File: src/rtl/edge_capture_pipe.sv
// Multi-channel edge monitor: DEPTH-stage input pipeline, per-channel edge detect,
// saturating edge counters and an arm/hit timestamp capture against a free-running ts.

module edge_capture_lane #(
  parameter int DEPTH = 2,
  parameter int CNT_W = 8,
  parameter int TS_W  = 16
) (
  input  logic             clk,
  input  logic             rst_n,
  input  logic             en,
  input  logic [1:0]       mode,
  input  logic             din,
  input  logic             arm,
  input  logic             clr,
  input  logic [TS_W-1:0]  ts,
  output logic             dly_out,
  output logic             edge_pls,
  output logic [CNT_W-1:0] cnt,
  output logic             armed,
  output logic             hit,
  output logic [TS_W-1:0]  first_ts
);
  typedef enum logic [1:0] {IDLE, ARMED, HIT} state_e;

  logic [DEPTH-1:0] s_q, s_d;
  logic             prev_q, prev_d;
  logic [CNT_W-1:0] cnt_q, cnt_d;
  logic [TS_W-1:0]  first_ts_q, first_ts_d;
  state_e           state_q, state_d;
  logic             rise, fall;

  always_ff @(posedge clk) begin
    if (!rst_n) begin
      s_q        <= '0;
      prev_q     <= 1'b0;
      cnt_q      <= '0;
      first_ts_q <= '0;
      state_q    <= IDLE;
    end else begin
      s_q        <= s_d;
      prev_q     <= prev_d;
      cnt_q      <= cnt_d;
      first_ts_q <= first_ts_d;
      state_q    <= state_d;
    end
  end

  always_comb begin
    s_d    = s_q;
    s_d[0] = din;
    for (int k = 1; k < DEPTH; k++) s_d[k] = s_q[k-1];
    prev_d = s_q[DEPTH-1];

    rise     = s_q[DEPTH-1] & ~prev_q;
    fall     = ~s_q[DEPTH-1] & prev_q;
    edge_pls = en & ((mode[0] & rise) | (mode[1] & fall));

    // clr wins over a coincident edge, so that edge is never counted
    cnt_d = cnt_q;
    if (clr) cnt_d = '0;
    else if (edge_pls && (cnt_q != {CNT_W{1'b1}})) cnt_d = cnt_q + 1'b1;

    state_d    = state_q;
    first_ts_d = first_ts_q;
    if (clr) begin
      state_d    = IDLE;
      first_ts_d = '0;
    end else begin
      case (state_q)
        IDLE:    if (arm) state_d = ARMED;
        ARMED:   if (edge_pls) begin
                   state_d    = HIT;
                   first_ts_d = ts;
                 end
        default: ;
      endcase
    end
  end

  assign dly_out  = s_q[DEPTH-1];
  assign cnt      = cnt_q;
  assign armed    = (state_q == ARMED);
  assign hit      = (state_q == HIT);
  assign first_ts = first_ts_q;
endmodule

module edge_capture_pipe #(
  parameter int CH    = 4,
  parameter int DEPTH = 2,
  parameter int CNT_W = 8,
  parameter int TS_W  = 16
) (
  input  logic                clk,
  input  logic                rst_n,
  input  logic                en,
  input  logic [1:0]          mode,
  input  logic [CH-1:0]       din,
  input  logic [CH-1:0]       arm,
  input  logic [CH-1:0]       clr,
  output logic [CH-1:0]       dly_out,
  output logic [CH-1:0]       edge_pls,
  output logic                any_edge,
  output logic [CH*CNT_W-1:0] edge_cnt,
  output logic [CH-1:0]       armed,
  output logic [CH-1:0]       hit,
  output logic [CH*TS_W-1:0]  first_ts,
  output logic [TS_W-1:0]     ts
);
  logic [TS_W-1:0]            ts_q, ts_d;
  logic [CH-1:0][CNT_W-1:0]   cnt_w;
  logic [CH-1:0][TS_W-1:0]    fts_w;

  always_ff @(posedge clk) begin
    if (!rst_n) ts_q <= '0;
    else        ts_q <= ts_d;
  end

  always_comb begin
    ts_d = ts_q + 1'b1;
  end

  for (genvar i = 0; i < CH; i++) begin : g_lane
    edge_capture_lane #(.DEPTH(DEPTH), .CNT_W(CNT_W), .TS_W(TS_W)) u_lane (
      .clk      (clk),
      .rst_n    (rst_n),
      .en       (en),
      .mode     (mode),
      .din      (din[i]),
      .arm      (arm[i]),
      .clr      (clr[i]),
      .ts       (ts_q),
      .dly_out  (dly_out[i]),
      .edge_pls (edge_pls[i]),
      .cnt      (cnt_w[i]),
      .armed    (armed[i]),
      .hit      (hit[i]),
      .first_ts (fts_w[i])
    );
  end

  assign any_edge = |edge_pls;
  assign edge_cnt = cnt_w;
  assign first_ts = fts_w;
  assign ts       = ts_q;
endmodule
File: config.mk
export PLATFORM = sky130hd
export DESIGN_NAME = edge_capture_pipe
export DESIGN_NICKNAME = d
export VERILOG_FILES = /design/src/rtl/edge_capture_pipe.sv
export SDC_FILE = /design/constraint.sdc
export NUM_CORES = 1
export LEC_CHECK = 0
export BUFFER_PORTS_ARGS = -buffer_cell sky130_fd_sc_hd__buf_2
export CAP_MARGIN = 10
export CORE_MARGIN = 8
export CORE_UTILIZATION = 53
export DETAILED_ROUTE_END_ITERATION = 12
export PLACE_DENSITY_LB_ADDON = 0.05
export SETUP_SLACK_MARGIN = 0.05
export SYNTH_ARGS = -nofsm -noshare
export SYNTH_HDL_FRONTEND = slang
export SYNTH_SLANG_ARGS = --single-unit
File: constraint.sdc
create_clock -name clk -period 2.1 [get_ports clk]
set_input_delay 0.315 -clock clk [delete_from_list [all_inputs] [get_ports clk]]
set_output_delay 0.315 -clock clk [all_outputs]
set_load 0.02 [all_outputs]
==> results.sh <==
export IMPL_outcome="complete, but fails checks"
export IMPL_violations="negative setup slack"
export IMPL_whs_endpoint="g_lane[0].u_lane.s_q[0]"
export IMPL_viasPerCell=5.35
export IMPL_fin_crit_sh_pct=104
export IMPL_final_setup_viol_count=1
export IMPL_port_buffers=145
export IMPL_yosys_cell_types_count=49
export IMPL_routedWlPerCell_um=16.6
export IMPL_seq_area_mm2=0.00265
export IMPL_path_clk_slew_ns=0.06
export IMPL_place_ws_ns=0.222
export IMPL_pin_count=146
export IMPL_post_synth_top_count_cell="dfxtp_1"
export IMPL_tightestPinTransition_ns=0.506
export IMPL_dr_pass1_iters=4
export IMPL_cts_tree="done"
export IMPL_maxCapViolations=0
export IMPL_crit_path_end_kind="primary output"
export IMPL_core_mm2=0.0102
export IMPL_worst_hold_startpoint="din[0]"
export IMPL_syn_area_mm2=0.00552
export IMPL_slew_headroom_pct=66.0
export IMPL_ctsHtreeMaxLevel=4
export IMPL_gp_congestion=0.821
export IMPL_vdd_drop_max_uv=633
export IMPL_final_cells=881
export IMPL_synth_top_area_share_pct=47.9
export IMPL_area_delta_synth_final_pct=27.3
export IMPL_syn_area_per_cell_um2=9.42
export IMPL_vias=4711
export IMPL_ys_seq_area_share_pct=47.9
export IMPL_clockBufferDepth=2
export IMPL_die_area_mm2=0.0139
export IMPL_p_leak_nw=3.01
export IMPL_antenna_found_initial=1
export IMPL_cts_sinks=132
export IMPL_worstSkewPairLatency_ns=0.52
export IMPL_post_dp_hpwl_mm=10.2
export IMPL_grt_ovfl_total=0
export IMPL_fillerInstances=835
export IMPL_die_h_um=118
export IMPL_required_ns=1.78
export IMPL_synth_area_leaders="dfxtp_1 48%, mux2i_1 12%, nor2_1 6.1%"
export IMPL_r2r_end="g_lane[0].u_lane.first_ts[12]"
export IMPL_grt_util_met2_pct=34.9
export IMPL_cts_buffers=17
export IMPL_row_count=37
export IMPL_use_met1_pct=23.9
export IMPL_synth_common_cells="132 x dfxtp_1, 89 x nor2_1, 65 x mux2i_1"
export IMPL_clock_skew_ns=0.0103
export IMPL_synth_async_reset_ratio_pct=0
export IMPL_dpl_cell_area_mm2=0.00629
export IMPL_start_util_pct=54.0
export IMPL_fin_ws_ns=-0.0752
export IMPL_hold_viol_final=0
export IMPL_slowest_delay_ns=0.52
export IMPL_die_x_um=118
export IMPL_cp_startpoint="g_lane[2].u_lane.s_q[1]"
export IMPL_path_cells="nand4b_1, and2_4, inv_2, or4_4, buf_6"
export IMPL_synth_edf_count=0
export IMPL_cp_max_fo=3
export IMPL_clockRootBuffer="clkbuf_8"
export IMPL_grt_pass1_vias=4673
export IMPL_synth_top_flop_cell="dfxtp_1"
export IMPL_synth_area_leader_cell="dfxtp_1"
export IMPL_worstSetupPathType="reg -> out"
export IMPL_post_place_cells=837
export IMPL_hold_depth=2
export IMPL_gr_usage_met3_pct=6.33
export IMPL_timing_rr_start="g_lane[0].u_lane.s_q[1]"
export IMPL_hold_class="in -> reg"
export IMPL_drv_slew=0
export IMPL_netlist_instances=586
export IMPL_nets=753
export IMPL_cp_slowest_cell="or4_4"
export IMPL_yosys_register_bits=132
export IMPL_grt_max_degree=30
export IMPL_final_layout_size_suffix_gt1_share_pct=30.8
export IMPL_holdWs_ns=0.0267
export IMPL_grt_pass1_wl_mm=23.7
export IMPL_multi_input_area_mm2=0.00255
export IMPL_synth_warnings=0
export IMPL_busiest_layer="met2"
export IMPL_power_density_mw_per_mm2=825
export IMPL_synth_fp_nets=608
export IMPL_drcViolationCount=0
export IMPL_fmax_mhz=460
export IMPL_drtIter0Drc=399
export IMPL_fin_area_mm2=0.00703
export IMPL_startpoint_type="flop"
export IMPL_rsz0062_at_grt="true"
export IMPL_cp_arrival_ns=1.86
export IMPL_finalCriticalPeriod_ns=2.18
export IMPL_ant_nets=0
export IMPL_reg2reg_slack_ns=0.37
export IMPL_grt_usage_pct=20.9
export IMPL_ff2ff_path_depth=7
export IMPL_wl_mm=14.6
==> registers in the layout (all words and copies together), names as in the netlist <==
register / flops
g_lane.u_lane.state_q: 8
g_lane.u_lane.s_q: 8
g_lane.u_lane.prev_q: 4
g_lane.u_lane.first_ts: 64
g_lane.u_lane.cnt: 32
ts: 16
==> cell usage in the layout (no fill, tap or decap), drive strengths merged, types with 5 or more instances in the layout <==
cell / n
buf: 177
dfxtp: 132
nor2: 89
mux2i: 65
and2: 31
a21oi: 25
clkbuf: 22
nand2: 20
nand3: 19
nor3: 16
inv: 13
nor2b: 10
a21boi: 9
xor2: 8
nand4b: 8
nand4: 8
and3: 7
o21ai: 7
a31oi: 6
xnor2: 6
nor4: 5
a211oi: 5
ha: 5
clkinv: 5
==> per-layer routing <==
layer  vias to the layer above  part of all wire, %
met5                         -                    0
met4                         0                  2.4
met3                        27                  5.7
met2                       135                   49
met1                      2230                   43
li1                       2319                    -
==> layout make-up <==
cell class,instances,share of cell area (%)
antenna,1,0.0356
clock buffer,22,6.59
clock inverter,10,2.17
inverter,13,0.694
multi-input combinational,388,36.3
sequential,132,37.7
tap,136,2.42
timing repair buffer,179,14.1
==> per-stage QoR <==
step	TNS (ns)	power, mW	util [%]
6_report	-0.0752	5.80	68.7
2_1_floorplan	0	2.71	-
3_3_place_gp	0	2.77	61.5
3_5_place_dp	0	2.78	61.5
4_1_cts	-0.0889	5.86	68.3
5_1_grt	-0.149	5.98	68.7
==> logic make-up (layout without fill, tap and decap cells) <==
logic type	Yosys count	count (layout)	synth area share (%)
multiplexers	66	66	12.0
buffers and inverters	66	224	6.62
AO/OA/AOI/OAI	71	71	8.48
flip-flops	132	132	47.9
adder cells (fa/ha/maj)	5	5	1.13
XOR/XNOR	14	14	2.22
AND/OR/NAND/NOR	232	232	21.7
other	0	1	0
==> critical path: cells and delay by family (launching register included) <==
family | cells | cell delay (ns)
buf+inv | 2 | 0.18
simple gates | 3 | 0.80
flops | 1 | 0.36
==> worst max path at each step <==
stage | end | slack [ns]
6_report | any_edge | -0.08
5_1_grt | any_edge | -0.15
4_1_cts | any_edge | -0.09
3_5_place_dp | any_edge | 0.22
3_3_place_gp | any_edge | 0.25
2_1_floorplan | any_edge | 0.31
==> what timing repair did <==
item | 4_1_cts | 5_1_grt
endpoints found under the hold margin | 2 | 0
setup buffers | 5 | 4
pin swaps | 1 | 2
endpoints found under the setup margin | 1 | 1
hold buffers | 2 | 0
resized for setup | 9 | 3
==> power breakdown <==
part	switching, mW	leakage [nW]	total [mW]	internal, mW
clock network	1.04	0.305	3.06	2.01
logic	0.124	1.64	0.200	0.0760
registers	0.0153	1.07	2.54	2.52
total	1.18	3.01	5.80	4.61
(Power assumes the default switching activity.)
